--- config.mk ---
export PLATFORM = sky130hd
export DESIGN_NAME = data_c_scaler_sched_flat
export DESIGN_NICKNAME = d
export VERILOG_FILES = /design/src/rtl/data_c_scaler_sched_if.sv /design/src/rtl/data_c_scaler_sched.sv /design/src/flat_wrapper.sv
export SDC_FILE = /design/constraint.sdc
export NUM_CORES = 1
export LEC_CHECK = 0
export ABC_AREA = 0
export CAP_MARGIN = 10
export CORE_MARGIN = 1
export CORE_UTILIZATION = 59
export CTS_CLUSTER_SIZE = 25
export DETAILED_ROUTE_END_ITERATION = 7
export PLACE_DENSITY_LB_ADDON = 0.15
export SETUP_SLACK_MARGIN = 0.15
export SLEW_MARGIN = 10
export SYNTH_ARGS = -nofsm -noshare
export SYNTH_HDL_FRONTEND = slang
export SYNTH_SLANG_ARGS = --single-unit
--- constraint.sdc ---
create_clock -name clock -period 3.6 [get_ports clock]
set_input_delay 0.9 -clock clock [delete_from_list [all_inputs] [get_ports clock]]
set_output_delay 0.9 -clock clock [all_outputs]
set_load 0.02 [all_outputs]
--- src/rtl/data_c_scaler_sched_if.sv ---
// ----------------------------------------------------------------------------
// data_c_scaler_sched_if
//   Bundles the scheduler's frame-config handshake, the three stream beat taps
//   and the strobes that go back to the head/body/end concatenator.
//
//   Signals (seen from the scheduler, modport slave):
//     cfg_valid        in   frame config offered
//     cfg_ready        out  config can be taken (no pending frame held)
//     cfg_*_len_m1     in   per-phase beat count minus one
//     *_vld_rdy        in   a beat was transferred on head/body/end stream
//     trigger          out  concatenator trigger
//     head/body/end_last out next beat on that stream closes its phase
//     frame_done       out  1-cycle pulse after a frame's final beat
//     busy             out  scheduler not idle
//     proto_err        out  1-cycle pulse after a stray beat
// ----------------------------------------------------------------------------
interface data_c_scaler_sched_if #(
    parameter int LSIZE = 16
);
    logic             cfg_valid;
    logic             cfg_ready;
    logic [LSIZE-1:0] cfg_head_len_m1;
    logic [LSIZE-1:0] cfg_body_len_m1;
    logic [LSIZE-1:0] cfg_end_len_m1;
    logic             head_vld_rdy;
    logic             body_vld_rdy;
    logic             end_vld_rdy;
    logic             trigger;
    logic             head_last;
    logic             body_last;
    logic             end_last;
    logic             frame_done;
    logic             busy;
    logic             proto_err;

    // Driver side: offers configs, reports stream beats, observes strobes.
    modport master (
        output cfg_valid, cfg_head_len_m1, cfg_body_len_m1, cfg_end_len_m1,
        output head_vld_rdy, body_vld_rdy, end_vld_rdy,
        input  cfg_ready, trigger, head_last, body_last, end_last,
        input  frame_done, busy, proto_err
    );

    // Scheduler side.
    modport slave (
        input  cfg_valid, cfg_head_len_m1, cfg_body_len_m1, cfg_end_len_m1,
        input  head_vld_rdy, body_vld_rdy, end_vld_rdy,
        output cfg_ready, trigger, head_last, body_last, end_last,
        output frame_done, busy, proto_err
    );
endinterface

--- src/rtl/data_c_scaler_sched.sv ---
// ----------------------------------------------------------------------------
// data_c_scaler_sched
//   Frame scheduler for the head/body/end stream concatenator. Holds one
//   active and one pending frame configuration, tracks the beat count of the
//   current phase, and drives the concatenator trigger and per-stream *_last
//   strobes. Beats arriving on a stream outside the current phase are flagged
//   on proto_err and otherwise ignored.
//
//   Parameters:
//     MODE   "BOTH" -> HEAD,BODY,END  "HEAD" -> HEAD,BODY  "END" -> BODY,END
//     LSIZE  width of the length fields and of the beat counter
//
//   Ports:
//     clock  in   single clock domain
//     rst    in   synchronous active-high reset
//     bus    slave modport of data_c_scaler_sched_if (config, taps, strobes)
// ----------------------------------------------------------------------------
module data_c_scaler_sched #(
    parameter string MODE  = "BOTH",
    parameter int    LSIZE = 16
) (
    input  logic                 clock,
    input  logic                 rst,
    data_c_scaler_sched_if.slave bus
);
    localparam bit HAS_HEAD = (MODE != "END");
    localparam bit HAS_END  = (MODE != "HEAD");

    typedef enum logic [2:0] {
        ST_IDLE,
        ST_ARM,
        ST_HEAD,
        ST_BODY,
        ST_END
    } state_t;

    typedef struct packed {
        logic [LSIZE-1:0] head_m1;
        logic [LSIZE-1:0] body_m1;
        logic [LSIZE-1:0] end_m1;
    } lens_t;

    state_t           state_q, state_d;
    logic [LSIZE-1:0] cnt_q, cnt_d;
    lens_t            act_q, act_d;
    lens_t            pend_q, pend_d;
    logic             pend_vld_q, pend_vld_d;
    logic             frame_done_q, frame_done_d;
    logic             proto_err_q, proto_err_d;

    state_t           first_st;    // phase that opens a frame
    state_t           final_st;    // phase that closes a frame
    state_t           phase;       // current phase, ARM resolved to first_st
    state_t           next_phase;  // phase following a non-final phase
    logic [LSIZE-1:0] phase_len;
    logic             hit;         // beat on the stream of the current phase
    logic             stray;
    logic             last_beat;
    logic             final_done;
    logic             accept;
    lens_t            cfg_lens;

    // ------------------------------------------------------------------
    // Phase decode, beat classification
    // ------------------------------------------------------------------
    // NOTE: every signal driven here gets a default first, so no path leaves
    // it unassigned and no latch is inferred.
    always_comb begin
        first_st   = ST_BODY;
        final_st   = ST_BODY;
        phase      = state_q;
        next_phase = ST_END;
        phase_len  = '0;
        hit        = 1'b0;

        if (HAS_HEAD) first_st = ST_HEAD;
        if (HAS_END)  final_st = ST_END;

        // ARM waits for the first beat of the opening phase, so it behaves
        // like that phase for matching, counting and *_last purposes.
        if (state_q == ST_ARM) phase = first_st;
        if (phase == ST_HEAD)  next_phase = ST_BODY;

        case (phase)
            ST_HEAD: begin phase_len = act_q.head_m1; hit = bus.head_vld_rdy; end
            ST_BODY: begin phase_len = act_q.body_m1; hit = bus.body_vld_rdy; end
            ST_END:  begin phase_len = act_q.end_m1;  hit = bus.end_vld_rdy;  end
            default: ;
        endcase
    end

    // In IDLE the phase is IDLE, so every beat counts as stray. Streams the
    // MODE never schedules can never match and are always stray.
    assign stray = (bus.head_vld_rdy && (phase != ST_HEAD)) ||
                   (bus.body_vld_rdy && (phase != ST_BODY)) ||
                   (bus.end_vld_rdy  && (phase != ST_END));

    assign last_beat  = hit && (cnt_q == phase_len);
    assign final_done = last_beat && (phase == final_st);
    assign accept     = bus.cfg_valid && !pend_vld_q;
    assign cfg_lens   = '{head_m1: bus.cfg_head_len_m1,
                          body_m1: bus.cfg_body_len_m1,
                          end_m1:  bus.cfg_end_len_m1};

    // ------------------------------------------------------------------
    // Next state
    // ------------------------------------------------------------------
    always_comb begin
        state_d      = state_q;
        cnt_d        = cnt_q;
        act_d        = act_q;
        pend_d       = pend_q;
        pend_vld_d   = pend_vld_q;
        frame_done_d = final_done;
        proto_err_d  = stray;

        if (state_q == ST_IDLE) begin
            if (accept) begin
                act_d   = cfg_lens;
                state_d = ST_ARM;
            end
        end else if (final_done) begin
            cnt_d = '0;
            if (pend_vld_q) begin
                // cfg_ready is low here, so no new config competes.
                act_d      = pend_q;
                pend_vld_d = 1'b0;
                state_d    = ST_ARM;
            end else if (accept) begin
                act_d   = cfg_lens;
                state_d = ST_ARM;
            end else begin
                state_d = ST_IDLE;
            end
        end else begin
            if (last_beat) begin
                state_d = next_phase;
                cnt_d   = '0;
            end else if (hit) begin
                // cnt_q < phase_len here, so the counter cannot wrap.
                state_d = phase;
                cnt_d   = cnt_q + LSIZE'(1);
            end
            if (accept) begin
                pend_d     = cfg_lens;
                pend_vld_d = 1'b1;
            end
        end
    end

    // ------------------------------------------------------------------
    // State registers
    // ------------------------------------------------------------------
    // NOTE: sequential state uses non-blocking assignments so every register
    // samples the pre-edge values of the others.
    always_ff @(posedge clock) begin
        if (rst) begin
            state_q      <= ST_IDLE;
            cnt_q        <= '0;
            act_q        <= '0;
            pend_q       <= '0;
            pend_vld_q   <= 1'b0;
            frame_done_q <= 1'b0;
            proto_err_q  <= 1'b0;
        end else begin
            state_q      <= state_d;
            cnt_q        <= cnt_d;
            act_q        <= act_d;
            pend_q       <= pend_d;
            pend_vld_q   <= pend_vld_d;
            frame_done_q <= frame_done_d;
            proto_err_q  <= proto_err_d;
        end
    end

    // ------------------------------------------------------------------
    // Outputs
    // ------------------------------------------------------------------
    assign bus.cfg_ready  = !pend_vld_q;
    // Raising trigger during the final phase when a frame is queued lets the
    // concatenator reopen the first stream as soon as it finishes.
    assign bus.trigger    = (state_q == ST_ARM) || ((state_q == final_st) && pend_vld_q);
    assign bus.head_last  = (phase == ST_HEAD) && (cnt_q == act_q.head_m1);
    assign bus.body_last  = (phase == ST_BODY) && (cnt_q == act_q.body_m1);
    assign bus.end_last   = (phase == ST_END)  && (cnt_q == act_q.end_m1);
    assign bus.frame_done = frame_done_q;
    assign bus.busy       = (state_q != ST_IDLE);
    assign bus.proto_err  = proto_err_q;
endmodule

--- src/flat_wrapper.sv ---
// flat-port wrapper written by rule: the top's interface ports become plain ports
module data_c_scaler_sched_flat 
#(
    parameter string MODE  = "    ",
    parameter int    LSIZE = 16
)
  (clock, rst, bus_cfg_valid, bus_cfg_head_len_m1, bus_cfg_body_len_m1, bus_cfg_end_len_m1, bus_head_vld_rdy, bus_body_vld_rdy, bus_end_vld_rdy, bus_cfg_ready, bus_trigger, bus_head_last, bus_body_last, bus_end_last, bus_frame_done, bus_busy, bus_proto_err);
  data_c_scaler_sched_if #(.LSIZE(LSIZE)) bus_i ();
  input  logic clock;
  input  logic rst;
  input wire logic [$bits(bus_i.cfg_valid)-1:0] bus_cfg_valid;
  input wire logic [$bits(bus_i.cfg_head_len_m1)-1:0] bus_cfg_head_len_m1;
  input wire logic [$bits(bus_i.cfg_body_len_m1)-1:0] bus_cfg_body_len_m1;
  input wire logic [$bits(bus_i.cfg_end_len_m1)-1:0] bus_cfg_end_len_m1;
  input wire logic [$bits(bus_i.head_vld_rdy)-1:0] bus_head_vld_rdy;
  input wire logic [$bits(bus_i.body_vld_rdy)-1:0] bus_body_vld_rdy;
  input wire logic [$bits(bus_i.end_vld_rdy)-1:0] bus_end_vld_rdy;
  output wire logic [$bits(bus_i.cfg_ready)-1:0] bus_cfg_ready;
  output wire logic [$bits(bus_i.trigger)-1:0] bus_trigger;
  output wire logic [$bits(bus_i.head_last)-1:0] bus_head_last;
  output wire logic [$bits(bus_i.body_last)-1:0] bus_body_last;
  output wire logic [$bits(bus_i.end_last)-1:0] bus_end_last;
  output wire logic [$bits(bus_i.frame_done)-1:0] bus_frame_done;
  output wire logic [$bits(bus_i.busy)-1:0] bus_busy;
  output wire logic [$bits(bus_i.proto_err)-1:0] bus_proto_err;
  assign bus_i.cfg_valid = bus_cfg_valid;
  assign bus_i.cfg_head_len_m1 = bus_cfg_head_len_m1;
  assign bus_i.cfg_body_len_m1 = bus_cfg_body_len_m1;
  assign bus_i.cfg_end_len_m1 = bus_cfg_end_len_m1;
  assign bus_i.head_vld_rdy = bus_head_vld_rdy;
  assign bus_i.body_vld_rdy = bus_body_vld_rdy;
  assign bus_i.end_vld_rdy = bus_end_vld_rdy;
  assign bus_cfg_ready = bus_i.cfg_ready;
  assign bus_trigger = bus_i.trigger;
  assign bus_head_last = bus_i.head_last;
  assign bus_body_last = bus_i.body_last;
  assign bus_end_last = bus_i.end_last;
  assign bus_frame_done = bus_i.frame_done;
  assign bus_busy = bus_i.busy;
  assign bus_proto_err = bus_i.proto_err;
  data_c_scaler_sched #(.MODE(MODE), .LSIZE(LSIZE)) u_core (.clock(clock), .rst(rst), .bus(bus_i));
endmodule
Word-level counts from Yosys, hierarchy flattened
Index checks and enable logic that the tools add are counted.
- add/subtract/negate cells: 1
- $mul: 0
- div/mod/pow operators: 0
- $lt $le $gt $ge: 0
- equal/unequal tests: 13
- shifts and indexed selects: 0
- multiplexer cells: 20
- bitwise logic cells: 2
- reductions and logical operators: 24
- operator list (kind ; count):
    $mux W48 ; 4
    $eq A16 B16 Y1 ; 4
    $mux W16 ; 3
    $pmux W16 S3 ; 1
    $mux W3 ; 8
    $add A16 B1 Y16 const B ; 1
    $logic_and A1 B1 Y1 ; 10
    $eq A3 B2 Y1 const B ; 2
    $eq A3 B3 Y1 const B ; 2
    $ne A3 B2 Y1 const B ; 2
    $reduce_and A2 Y1 ; 3
    $reduce_bool A3 Y1 ; 2
    $reduce_bool A2 Y1 ; 2
    $reduce_bool A4 Y1 ; 1
    $eq A3 B1 Y1 const B ; 1
    $logic_not A3 Y1 ; 1
    $logic_or A1 B1 Y1 ; 3
    $mux W1 ; 3
    $ne A3 B3 Y1 const B ; 1
    $pmux W1 S3 ; 1
    $reduce_and A3 Y1 ; 1
    $ne A2 B1 Y1 const B ; 1
    $not A1 Y1 ; 2
    $logic_not A1 Y1 ; 1
- bits in registers: 118
- latch bits: 0
- RAM bits: 0
- ROM bits: 0
- input bits: 54
- output and inout bits: 8
- memories: 0

Longest topological paths before layout
- depth in word-level cells: 9
- depth in mapped cells: 15
- gate-level depth less buffers: 8

Least setup slack after synthesis
Ideal clock, no wire load.
- path type: reg2reg
- start: reg u_core.state_q[0]
- end: reg u_core.pend_q[0] (netlist bit)
- setup time: 120 ps
- data arrival time: 2886 ps
- path slack: 594 ps
- stages on the path, launching flop included: 15
- path buffers: 6
- cell sequence: dfxtp_1 -> buf_2 -> nor2b_1 -> buf_2 -> a211oi_2 -> xnor2_1 -> nor4_1 -> nand3b_1 -> or4_1 -> buf_2 -> and2_1 -> clkbuf_1 -> buf_6 -> buf_6 -> mux2i_1
- cells in the longest elaborated chain, start to end: 9
- elaborated cells between the ends (all ways): 14
- ends and longest elaborated chain (what ; line ; text):
    from (decl) ; data_c_scaler_sched.sv:43 ; state_t state_q, state_d;
    from (signal assigned) ; data_c_scaler_sched.sv:166 ; state_q <= state_d;
    $eq A3 B1 Y1 ; data_c_scaler_sched.sv:81 ; if (state_q == ST_ARM) phase = first_st;
    $mux W3 ; data_c_scaler_sched.sv:81 ;
    $eq A3 B3 Y1 or $eq A3 B2 Y1 (tied branches) ; data_c_scaler_sched.sv:84, data_c_scaler_sched.sv:99 ;
    $pmux W16 S3 ; data_c_scaler_sched.sv:84 ; case (phase)
    $eq A16 B16 Y1 ; data_c_scaler_sched.sv:98 ; assign last_beat = hit && (cnt_q == phase_len);
    $logic_and A1 B1 Y1 ; data_c_scaler_sched.sv:98 ;
    $logic_and A1 B1 Y1 ; data_c_scaler_sched.sv:99 ; assign final_done = last_beat && (phase == final_st);
    $not A1 Y1 (no source line) ; - ;
    $reduce_and A3 Y1 (no source line) (*) ; - ;
    to (signal assigned) ; data_c_scaler_sched.sv:169 ; pend_q <= pend_d;
    to (decl) ; data_c_scaler_sched.sv:46 ; lens_t pend_q, pend_d;
Every way passes the cells marked *; elsewhere a longest branch is shown, timed or not.
A chain may end at the register's enable or synchronous reset.

Final worst setup path
- start: reg u_core.state_q[1]
- end: reg u_core.act_q[20] (netlist bit)
- cells in the longest elaborated chain, start to end: 8
- elaborated cells between the ends (all ways): 13
- ends and longest elaborated chain (what ; line ; text):
    $eq A3 B1 Y1 ; data_c_scaler_sched.sv:81 ;
    $mux W3 ; data_c_scaler_sched.sv:81 ;
    $eq A3 B3 Y1 or $eq A3 B2 Y1 (tied branches) ; data_c_scaler_sched.sv:84, data_c_scaler_sched.sv:99 ;
    $pmux W16 S3 ; data_c_scaler_sched.sv:84 ;
    $eq A16 B16 Y1 ; data_c_scaler_sched.sv:98 ;
    $logic_and A1 B1 Y1 ; data_c_scaler_sched.sv:98 ;
    $logic_and A1 B1 Y1 ; data_c_scaler_sched.sv:99 ;
    $reduce_bool A2 Y1 (no source line) ; - ;
    to (signal assigned) ; data_c_scaler_sched.sv:168 ; act_q <= act_d;
    to (decl) ; data_c_scaler_sched.sv:45 ; lens_t act_q, act_d;
Parallel ways exist; a longest one is shown, timed or not.

==> metrics.txt <==
status complete, no violations; Critical Path AT 3740 ps; clk_skew about 6.5 ps; commonest non-fill, non-tap cell in the layout nor2_1; top cell type by total area after synthesis dfxtp_1; routed wire length per instance between 15 and 20 um; Static Leakage between 3 and 4 nW; PnR worst setup slack 211 ps; Vias/cell 6.09; Unique masters post-synth 48; Main synth FF type dfxtp_1; Async SR Flop Fraction 0%; final core utilization ~72%; hold_buf cts 0; Seq/Total Area, Yosys approximately a third; final worst path period need 3390 ps; final wirelength around 20 mm; CTS Sinks 118; Post-synth EDFFs 0; NumNets Final ~940; Hold Crit Class flip-flop to flip-flop; layout cell share with drive strength beyond 1 around a tenth; commonest non-fill, non-tap cells in the layout nor2_1, dfxtp_1, nand2b_1; Worst-path clk slew about 50 ps; Layout area overhead 19.9%; antenna viol nets, final 0; Final Cycle Share between 90% and 100%; syn avg cell area between 8 and 9 um^2; routability cong. roughly 0.99; hpwl dp between 10 and 15 mm; grt ovf 0; Hold Fails Final Rpt 0; Die X between 100 and 150 um; Least-Margin Pin Slew around 670 ps; clk_lat worst skew 420 ps; Cells after Synth approximately 860; WP data required slightly below 4000 ps; Root Buffer clkbuf_16; Setup TNS 0 ps; CTS tree yes; RSZ-0062 raised after global routing yes; GRT met3 Usage under 10%; port bufs just over 60; top-level port count between 60 and 70; fillcell total between 900 and 1000; die height roughly 110 um; iteration-0 DRC count of the detailed router around 500; Max clock buf depth 2; Most Crowded Layer GR met2; number of global-route vias before repair 6234; routed vias ~6400; crit end category flip-flop; CP max FO between 40 and 50; postcts setup bufs 0; worst IR drop on VDD ~0.00046 V; max cap viols 0; Die ar. 12700 um^2; share of the synthesized area in the top cell type between 30% and 40%; GRT Total Usage roughly 33%; Synth Cell Area slightly above 7000 um^2; first-pass GRT wire length about 32 mm; Crit Path Class flip-flop to flip-flop; # setup viols final 0; initial antenna violation count 0; Max Freq about 0.30 GHz; Slew Limit Fails 0; drt drc 0; Area contributors post-synth dfxtp_1, nand2b_1, mux2i_1; row count 40; Rel. slew slack between 50% and 60%; total core area about 12000 um^2; H-tree Lvls 4; synthesized net count slightly above 900; pre-CTS setup slack approximately 57 ps; ANT cells 0; Global Route met2 Usage between 50 and 60%; met1 Track Usage GR 42.5%; Pre-Repair DR Iteration Count 5; initial core utilization 60.4%; CTS buffer count 17; Yosys warnings 0; total power per unit cell area between 700 and 800 nW/um^2; largest net degree at the start of global routing ~110; register bit total from synthesis around 120; CP startpoint kind flip-flop
-- stage by stage --
stage	hold slack (ps)	cells	instance area, um^2	total power [mW]
global placement	455	1017	8020	4.40
floorplan	446	855	7220	3.68
finish	469	1049	8660	6.24
global route	481	1049	8660	6.55
detailed placement	465	1017	8020	4.49
CTS	472	1049	8630	6.21
-- cell usage after synthesis, types with 2 or more instances --
cell type,count
nor3b_1,2
nor3_1,9
a211oi_1,51
a221oi_1,6
nand2b_1,100
buf_2,12
o2bb2a_1,47
mux2_2,8
nand4_1,7
or3_1,2
nand2_1,20
xnor2_1,23
a221oi_2,3
buf_1,2
dfxtp_1,118
nand3_1,7
buf_6,6
a21oi_1,5
o22ai_1,2
a32oi_1,2
inv_1,5
o21ai_0,52
mux2_1,7
xor2_1,55
clkbuf_1,67
nor2_1,125
nor4bb_1,14
nor4_1,14
and2_1,9
mux2i_1,53
nand3b_1,3
or4_1,3
-- report_power, final --
group | total, mW | switching, mW | internal, mW
clock | 1.68 | 0.597 | 1.09
combinational | 2.41 | 1.32 | 1.09
sequential | 2.15 | 0.444 | 1.71
total | 6.24 | 2.36 | 3.89
-- repair_timing --
item / CTS / global route
cloned: 0 / 0
gates resized for setup: 7 / 8
setup endpoints to repair: 74 / 48
-- flip-flops by register name, indices dropped and copies added, names as in the netlist --
register / count
u_core.act_q: 48
u_core.pend_q: 48
u_core.state_q: 3
u_core.cnt_q: 16
u_core.bus.frame_done: 1
u_core.pend_vld_q: 1
u_core.bus.proto_err: 1
-- worst paths after layout --
| path | start | to | slack (ps) | depth (start not counted) |
|---|---|---|---|---|
| worst max-delay path | u_core.state_q[1] | u_core.act_q[20] | 210 | 10 |
| worst min-delay path | u_core.pend_q[33] | u_core.pend_q[33] | 470 | 2 |
| worst max register to register | u_core.state_q[1] | u_core.act_q[20] | 210 | 10 |
| worst min register to register | u_core.pend_q[33] | u_core.pend_q[33] | 470 | 2 |
-- cell type report --
cell class,instances,area (um^2),area share [%]
sequential,118,2370,27.3
inverter,5,18.8,0.217
clock inverter,8,96.3,1.11
tap,147,184,2.12
timing repair buffer,102,1000,11.6
multi-input combinational,645,4500,52.0
clock buffer,24,492,5.68
-- worst max-delay path, cell delays in order, from the launching register on --
cell and delay (ps):
dfxtp_1 350, buf_12 180, mux2_2 350, a221oi_1 420, xnor2_1 180, nor4_1 280, nand3b_1 110, or4_1 620
buf_8 240, a211oi_1 340, o2bb2a_1 210
-- cells by family after synthesis --
logic type	after synthesis	synth area share, %
muxes	69	9.89
and+or+nand+nor	319	23.3
DFF	118	32.7
xor gates and xnor gates	78	9.46
buffers and inverters	92	5.61
adders and majority gates	1	0.173
AOI/OAI and AO/OA	178	18.9
-- routing by layer --
| layer | vias up | routed length (um) |
|---|---|---|
| met1 | 3062 | 8860 |
| met2 | 215 | 9410 |
| met3 | 42 | 1210 |
| li1 | 3065 | - |
| met4 | 0 | 614 |
| met5 | - | 0 |
No activity file was read; power rests on OpenSTA's default activity.
